**config.mk**
```make
export PLATFORM = sky130hd
export DESIGN_NAME = ram_burst_master
export DESIGN_NICKNAME = d
export VERILOG_FILES = /design/src/rtl/ram_burst_master.sv
export SDC_FILE = /design/constraint.sdc
export NUM_CORES = 1
export LEC_CHECK = 0
export ABC_AREA = 1
export CAP_MARGIN = 20
export CORE_MARGIN = 8
export CORE_UTILIZATION = 42
export CTS_CLUSTER_SIZE = 25
export DETAILED_ROUTE_END_ITERATION = 12
export PLACE_DENSITY = 0.81
export SKIP_CTS_REPAIR_TIMING = 1
export SYNTH_ARGS = -nofsm -noshare
export SYNTH_HDL_FRONTEND = slang
export SYNTH_SLANG_ARGS = --single-unit
```
**constraint.sdc**
```tcl
create_clock -name clk -period 5.4 [get_ports clk]
set_input_delay 1.08 -clock clk [delete_from_list [all_inputs] [get_ports clk]]
set_output_delay 1.08 -clock clk [all_outputs]
set_load 0.03 [all_outputs]
```
**src/rtl/ram_burst_master.sv**
```systemverilog
// ram_burst_master: burst initiator for a single-port RAM with 1-cycle read latency.
// Write bursts stream beats straight into the RAM. Read bursts go through a
// 2-entry output FIFO plus one in-flight slot, so the consumer can apply backpressure.
// Optional feature macro: RAMCTL_PERF_EN adds the perf_stall counter port.
module ram_burst_master #(
    parameter int ADDR_W = 8,
    parameter int DATA_W = 64,
    parameter int LEN_W  = 8
) (
    input  logic              clk,
    input  logic              rst,
    input  logic              cmd_valid,
    output logic              cmd_ready,
    input  logic              cmd_wr,
    input  logic [ADDR_W-1:0] cmd_addr,
    input  logic [LEN_W-1:0]  cmd_len,
    input  logic              wr_valid,
    output logic              wr_ready,
    input  logic [DATA_W-1:0] wr_data,
    output logic              rd_valid,
    input  logic              rd_ready,
    output logic [DATA_W-1:0] rd_data,
    output logic              busy,
    output logic              done,
    output logic              m_cen,
    output logic              m_wen,
    output logic [ADDR_W-1:0] m_addr,
    output logic [DATA_W-1:0] m_din,
    input  logic [DATA_W-1:0] m_dout
`ifdef RAMCTL_PERF_EN
    ,
    output logic [31:0]       perf_stall
`endif
);

    typedef enum logic [1:0] {
        ST_IDLE   = 2'd0,
        ST_WRITE  = 2'd1,
        ST_READ   = 2'd2,
        ST_FINISH = 2'd3
    } state_t;

    localparam int CNT_W = LEN_W + 1;

    state_t            state_q, state_d;
    logic [ADDR_W-1:0] addr_q, addr_d;
    logic [CNT_W-1:0]  issue_left_q, issue_left_d;  // beats still to access in the RAM
    logic [CNT_W-1:0]  pop_left_q, pop_left_d;      // read beats still to hand to the consumer
    logic              inflight_q, inflight_d;      // a RAM read was issued last cycle
    logic [DATA_W-1:0] fifo_q [2];
    logic [DATA_W-1:0] fifo_d [2];
    logic              wr_ptr_q, wr_ptr_d;
    logic              rd_ptr_q, rd_ptr_d;
    logic [1:0]        count_q, count_d;
    logic              pop_s;
    logic              issue_s;
    logic [2:0]        occ_s;

    // Read issue qualification: never let buffered + in-flight beats exceed the FIFO depth
    always_comb begin
        pop_s = (count_q != 2'd0) && rd_ready;
        occ_s = {1'b0, count_q} + {2'b00, inflight_q} - {2'b00, pop_s};
        if ((state_q == ST_READ) && (issue_left_q != {CNT_W{1'b0}}) && (occ_s < 3'd2)) begin
            issue_s = 1'b1;
        end else begin
            issue_s = 1'b0;
        end
    end

    // Next-state, datapath updates and all handshake/RAM outputs
    always_comb begin
        state_d      = state_q;
        addr_d       = addr_q;
        issue_left_d = issue_left_q;
        pop_left_d   = pop_left_q;
        inflight_d   = 1'b0;
        fifo_d       = fifo_q;
        wr_ptr_d     = wr_ptr_q;
        rd_ptr_d     = rd_ptr_q;
        count_d      = count_q;
        cmd_ready    = 1'b0;
        wr_ready     = 1'b0;
        busy         = 1'b0;
        done         = 1'b0;
        m_cen        = 1'b0;
        m_wen        = 1'b0;
        m_addr       = {ADDR_W{1'b0}};
        m_din        = {DATA_W{1'b0}};
        rd_valid     = (count_q != 2'd0);
        rd_data      = fifo_q[rd_ptr_q];

        case (state_q)
            ST_IDLE: begin
                cmd_ready = 1'b1;
                if (cmd_valid) begin
                    addr_d       = cmd_addr;
                    issue_left_d = {1'b0, cmd_len} + CNT_W'(1);
                    pop_left_d   = {1'b0, cmd_len} + CNT_W'(1);
                    state_d      = cmd_wr ? ST_WRITE : ST_READ;
                end else begin
                    state_d = ST_IDLE;
                end
            end
            ST_WRITE: begin
                busy     = 1'b1;
                wr_ready = 1'b1;
                m_cen    = wr_valid;
                m_wen    = wr_valid;
                m_addr   = addr_q;
                m_din    = wr_data;
                if (wr_valid) begin
                    addr_d       = addr_q + ADDR_W'(1);
                    issue_left_d = issue_left_q - CNT_W'(1);
                    state_d      = (issue_left_q == CNT_W'(1)) ? ST_FINISH : ST_WRITE;
                end else begin
                    state_d = ST_WRITE;
                end
            end
            ST_READ: begin
                busy       = 1'b1;
                m_cen      = issue_s;
                m_addr     = addr_q;
                inflight_d = issue_s;
                count_d    = count_q + {1'b0, inflight_q} - {1'b0, pop_s};
                if (issue_s) begin
                    addr_d       = addr_q + ADDR_W'(1);
                    issue_left_d = issue_left_q - CNT_W'(1);
                end else begin
                    addr_d = addr_q;
                end
                // RAM data is only meaningful the cycle after an issued read
                if (inflight_q) begin
                    fifo_d[wr_ptr_q] = m_dout;
                    wr_ptr_d         = ~wr_ptr_q;
                end else begin
                    wr_ptr_d = wr_ptr_q;
                end
                if (pop_s) begin
                    rd_ptr_d   = ~rd_ptr_q;
                    pop_left_d = pop_left_q - CNT_W'(1);
                    state_d    = (pop_left_q == CNT_W'(1)) ? ST_FINISH : ST_READ;
                end else begin
                    state_d = ST_READ;
                end
            end
            ST_FINISH: begin
                done    = 1'b1;
                state_d = ST_IDLE;
            end
            default: begin
                state_d = ST_IDLE;
            end
        endcase
    end

    // State and datapath registers; reset abandons any burst in progress
    always_ff @(posedge clk or posedge rst) begin
        if (rst) begin
            state_q      <= ST_IDLE;
            addr_q       <= {ADDR_W{1'b0}};
            issue_left_q <= {CNT_W{1'b0}};
            pop_left_q   <= {CNT_W{1'b0}};
            inflight_q   <= 1'b0;
            fifo_q[0]    <= {DATA_W{1'b0}};
            fifo_q[1]    <= {DATA_W{1'b0}};
            wr_ptr_q     <= 1'b0;
            rd_ptr_q     <= 1'b0;
            count_q      <= 2'd0;
        end else begin
            state_q      <= state_d;
            addr_q       <= addr_d;
            issue_left_q <= issue_left_d;
            pop_left_q   <= pop_left_d;
            inflight_q   <= inflight_d;
            fifo_q[0]    <= fifo_d[0];
            fifo_q[1]    <= fifo_d[1];
            wr_ptr_q     <= wr_ptr_d;
            rd_ptr_q     <= rd_ptr_d;
            count_q      <= count_d;
        end
    end

`ifdef RAMCTL_PERF_EN
    logic [31:0] perf_q, perf_d;

    // Stall counter: busy cycles without a RAM access, saturating
    always_comb begin
        perf_d = perf_q;
        if (busy && !m_cen && (perf_q != 32'hFFFF_FFFF)) begin
            perf_d = perf_q + 32'd1;
        end else begin
            perf_d = perf_q;
        end
    end

    // Stall counter register, cleared only by reset
    always_ff @(posedge clk or posedge rst) begin
        if (rst) begin
            perf_q <= 32'd0;
        end else begin
            perf_q <= perf_d;
        end
    end

    assign perf_stall = perf_q;
`endif

endmodule

```
After elaboration in Yosys (flattened, before gate mapping)
Index checks and enable logic that the tools add are counted.
W data, S select, Z words.
{"block": "word_totals", "ff_bits": 161, "input_bits": 150, "output_inout_bits": 143}
{"block": "classes", "add_sub_neg": 8, "n_lt_le_gt_ge": 4, "n_eq_ne": 9, "n_mux": 33, "bitwise": 4, "n_reduce_logical": 14}
{"operator": "$mux W64", "count": 5}
{"operator": "$bwmux W128", "count": 1}
{"operator": "$demux W64 S1", "count": 1}
{"operator": "$mux W9", "count": 4}
{"operator": "$mux W8", "count": 4}
{"operator": "$pmux W9 S3", "count": 1}
{"operator": "$pmux W8 S3", "count": 1}
{"operator": "$eq A9 B1 Y1 const B", "count": 2}
{"operator": "$pmux W9 S2", "count": 1}
{"operator": "$sub A9 B1 Y9 const B", "count": 2}
{"operator": "$add A8 B1 Y9 const B", "count": 1}
{"operator": "$mux W1", "count": 9}
{"operator": "$reduce_bool A9 Y1", "count": 1}
{"operator": "$add A8 B1 Y8 const B", "count": 1}
{"operator": "$mux W2", "count": 4}
{"operator": "$ne A2 B2 Y1 const B", "count": 4}
{"operator": "$pmux W2 S4", "count": 1}
{"operator": "$eq A2 B2 Y1 const B", "count": 2}
{"operator": "$ge A2 B2 Y1 const B", "count": 2}
{"operator": "$logic_and A1 B1 Y1", "count": 4}
{"operator": "$not A1 Y2", "count": 2}
{"operator": "$reduce_and A2 Y1", "count": 2}
{"operator": "$reduce_and A4 Y1", "count": 1}
{"operator": "$reduce_bool A2 Y1", "count": 2}
{"operator": "13 further kinds", "count": 14}

Depth between registers and ports, before layout
{"block": "depth", "ltp_word": 8, "ltp_mapped": 19, "ltp_nobuf": 18}

Worst setup path before layout
OpenSTA, ideal clock, no wires.
{"block": "synth_timing", "path_type": "input to output", "startpoint": "input rd_ready", "endpoint": "output m_cen", "arrival_time_ps": 3000, "required_time_ps": 4320, "setup_slack_ps": 1320, "cell_stages": 13, "path_cell_list": "nand2_1 inv_1 ha_1 inv_1 ha_1 inv_1 fa_1 nand2_1 inv_1 nand2_1 nor2_2 nand2_4 a21oi_1"}
{"block": "synth_between", "elab_chain_len": 6}
{"element": "from (decl)", "line": "21", "rtl": "input logic rd_ready,"}
{"element": "$logic_and A1 B1 Y1", "line": "61", "rtl": "pop_s = (count_q != 2'd0) && rd_ready;"}
{"element": "$sub A3 B1 Y3", "line": "62", "rtl": "occ_s = {1'b0, count_q} + {2'b00, inflight_q} - {2'b00, pop_s};"}
{"element": "$lt A3 B2 Y1", "line": "63", "rtl": "if ((state_q == ST_READ) && (issue_left_q != {CNT_W{1'b0}}) && (occ_s < 3'd2)) begin"}
{"element": "$logic_and A1 B1 Y1", "line": "63"}
{"element": "$mux W1", "line": "63"}
{"element": "$pmux W1 S2", "line": "92", "rtl": "case (state_q)"}
{"element": "to (decl)", "line": "25", "rtl": "output logic m_cen,"}
No other way between the ends.

Worst setup path after layout
Same ends and word-level chain as after synthesis.

==> results.txt <==
The flow ran to the end, and the final reports show no timing, DRC or antenna violations. The cell with the biggest individual delay on the critical path is clkdlybuf4s50_1. The post-detailed-route wirelength per cell came out at 14.5 microns. The number of nets handed over by synthesis was 1380. The share of cells above drive strength 1 works out to 0.0450. After routing, the total negative slack on setup checks comes to 0 ns.

Switching power share of the total: 0.477. The critical path runs through a total of 15 cells. The analysis attributes to net switching a power of 3800 uW.

After clock tree synthesis, the clock-pin slew on the worst setup and hold paths is 0.06 ns. In this run the remaining antenna-violating nets after routing total 0. Final worst slack: 0.441 ns.

The library cell used most frequently in the layout, excluding fill and tap cells, is nand2_1. The highest cell delay on the worst timing path came out at 0.69 ns. The worst setup path is captured at an output port.

Across the VDD grid, the largest voltage drop is 472 uV. The aggregate routed wire length was 25600 microns; the cell area after synthesis was 8610 sq um. OpenSTA, run right after detailed placement, puts the worst setup slack at 0.430 ns.

The logs give 115 for the pin count of the biggest net entering global routing and 0 for the number of failing setup endpoints in the final timing report. The tools report the max-slew violation count as 0. The root cell of the clock tree is clkbuf_16.

The worst max-slew margin expressed relative to the limit was 0.357; the number of top-level pins was 293. Measured in cells, the most critical reg-to-reg path has a length of 17. For the initial core utilization, the log shows 0.427. Counting stages on the worst path, the most repeated cell is inv_1. The cell class contributing the biggest share of worst-path delay is buffers and inverters.

The congestion estimate from routability-driven global placement came to 0.860. The share of the synthesized area in the top cell type is 0.468. The number of global-route vias before repair was 8168; the worst-margin pin slew was 0.965 ns.

The logs give 0.468 for the register area share after synthesis and 2 for the maximum count of clock buffers along a single path. The run gives 0.259 as the share of total power in sequential cells. Setup repair after global routing left no endpoint under its margin. The total area inside the core boundary comes to 20200 sq um.

CTS saw 161 sinks. For this design the static power due to leakage is 0.00668 uW. The growth of design area from synthesis to finish is 42.3%.

The die is 159 microns wide. The number of flip-flops and latches in the synthesized netlist is 161. The required arrival time at the worst endpoint is 4.32 ns, and the highest clock frequency the design can meet is 0.202 GHz. Yosys printed 0 warnings. In this run, synthesis inferred 0 flip-flops with an integrated enable. The number of antenna diodes in the final layout is 0. The run gives 0 as the aggregate global routing overflow. dfrtp_1 takes more of the synthesized area than any other cell. The final route contains 8397 vias. Proportion of power drawn by the clock network: 0.151. In this run the worst hold path is classified as reg -> reg. The kind of critical path was in -> out. The initial antenna violation count came out at 0. Length of the first detailed-routing pass in iterations: 5.

In this run the number of H-tree levels came out at 4. In the layout the commonest cells are nand2_1, clkdlybuf4s50_1, inv_1. The number of buffers created by CTS came out at 17. For the final database, setup skew stands at 0.0107 ns. The tools report the number of max-cap violations as 0.

The floorplan step set the die height to 159 microns. Power spread over the standard cell area amounts to 650 nW/um^2. Net total in the final layout: 1641. The worst setup path is launched from a primary input.

The number of standard-cell rows in the floorplan is 52. Internal power comes to 4160 uW. The most used flip-flop cell after synthesis is dfrtp_1. The smallest clock period supported by the final layout is computed as 4.96 ns.

The synthesized instance count was 1215; the share of flip-flops with an asynchronous set or reset after synthesis was 1.00. The critical path contains buffers and inverters numbering 6 combined. After synthesis, the mean cell area works out to 7.08 sq um.

The maximum fanout encountered on the critical timing path was 4. The wire length of the first global-routing pass came out at 42200 microns. Initial detailed-routing violation count: 723. The die covers 25300 sq um.

The final worst-path cycle share was 0.918. During placement, the flow inserted port buffers numbering 292. Once detailed placement completed, the half-perimeter wirelength came to 18600 microns. The combinational cell fraction of total power was 0.590. The count of unique library cells instantiated by Yosys is 33. After detailed routing, the number of remaining DRC violations is 0. Data on the critical path arrives at its endpoint at 3.88 ns.

Sorting the synthesized cells by area gives the leading types as dfrtp_1, nand2_1, inv_1. TritonCTS built the clock tree. The total routing resource utilization after global routing came out at 0.201.

Dividing the detail-routed via count by the number of cells gives 4.77. Traced cell by cell, the critical path runs through clkdlybuf4s50_1, nand2_1, inv_1, ha_1, inv_1, ha_1, inv_1, fa_1, nand2_1, inv_1, nand2_1, nor2_2, nand2_4, a21oi_1, clkdlybuf4s50_1. The final count of hold timing violations was 0. The clock latency reported for the late side of the worst-skew pair is 0.42 ns, and the instance count along the most critical hold path is 2.
==> layer usage <==
layer	vias up	wire (microns)	part of all wire	global-route usage
met1	3893	11200	0.44	0.263
li1	4201	-	-	-
met4	0	376	0.015	0.0523
met3	30	1440	0.056	0.0375
met5	-	0	0	0
met2	273	12600	0.49	0.335
==> sequential cells by signal, summed over array words and instances, names as in the netlist <==
| signal | cells |
|---|---|
| state_q | 2 |
| fifo_q | 128 |
| pop_left_q | 9 |
| addr_q | 8 |
| inflight_q | 1 |
| count_q | 2 |
| wr_ptr_q | 1 |
| issue_left_q | 9 |
| rd_ptr_q | 1 |
==> worst reg2reg max path: cells and delay by family, from the launching register on <==
family / cells / cell delay, ns
simple gates: 8 / 0.71
compound gates: 1 / 0.35
flops: 1 / 0.40
buf+inv: 5 / 0.36
fa+ha+maj: 3 / 0.87
==> synth_stat cells (5+ instances only) <==
library cell	count
ha_1	14
buf_2	25
clkbuf_1	12
o21ai_1	69
nand3_1	37
a21oi_1	9
buf_1	9
dfrtp_1	161
nand2_1	527
o21ai_2	5
buf_6	6
nor2_1	36
o21ai_0	85
inv_1	181
==> final timing paths <==
path / slack (ns) / end / startpoint
hold / removal: 0.49 / fifo_q[60] / fifo_q[60]
setup / recovery: 0.44 / m_cen / rd_ready
hold reg to reg: 0.49 / fifo_q[60] / fifo_q[60]
max in group asynchronous: 3.69 / rd_ptr_q / rst
setup reg to reg: 2.65 / addr_q[2] / count_q[1]
min in group asynchronous: 1.17 / fifo_q[119] / rst
==> through the flow <==
stage | std cells | cell area (sq um) | hold WS (ns) | utilization | power [uW]
CTS | 1759 | 12200 | 0.489 | 0.607 | 8020
global route | 1759 | 12200 | 0.511 | 0.607 | 8550
global placement | 1727 | 11600 | 0.466 | 0.578 | 6670
detailed placement | 1727 | 11600 | 0.473 | 0.578 | 6780
finish | 1759 | 12200 | 0.486 | 0.607 | 7950
floorplan | 1215 | 8610 | 0.453 | - | 5070
==> kinds of logic (layout without fill, tap and decap cells) <==
logic type | after synthesis | in the layout | share of synthesized area
muxes | 1 | 1 | 0.00116
adders and majority gates | 15 | 15 | 0.0227
AOI/OAI and AO/OA | 171 | 171 | 0.104
xor gates and xnor gates | 2 | 2 | 0.00204
DFF | 161 | 161 | 0.468
buffers and inverters | 244 | 518 | 0.117
and+or+nand+nor | 621 | 621 | 0.285
==> power groups by stage <==
stage               clock network, uW  logic [uW]  registers [uW]
floorplan                           0        3080            1990
global placement                    0        4630            2040
detailed placement                  0        4710            2070
CTS                              1230        4730            2050
global route                     1290        5150            2120
finish                           1200        4690            2060
==> area by class of cell <==
| class | count | area [sq um] |
|---|---|---|
| sequential | 161 | 4030 |
| clock inverter | 14 | 163 |
| timing repair buffer | 301 | 3000 |
| multi-input combinational | 810 | 3580 |
| inverter | 185 | 698 |
| clock buffer | 18 | 429 |
| fill | 1758 | 7930 |
| tap | 270 | 338 |
No activity file was read; power rests on OpenSTA's default activity.
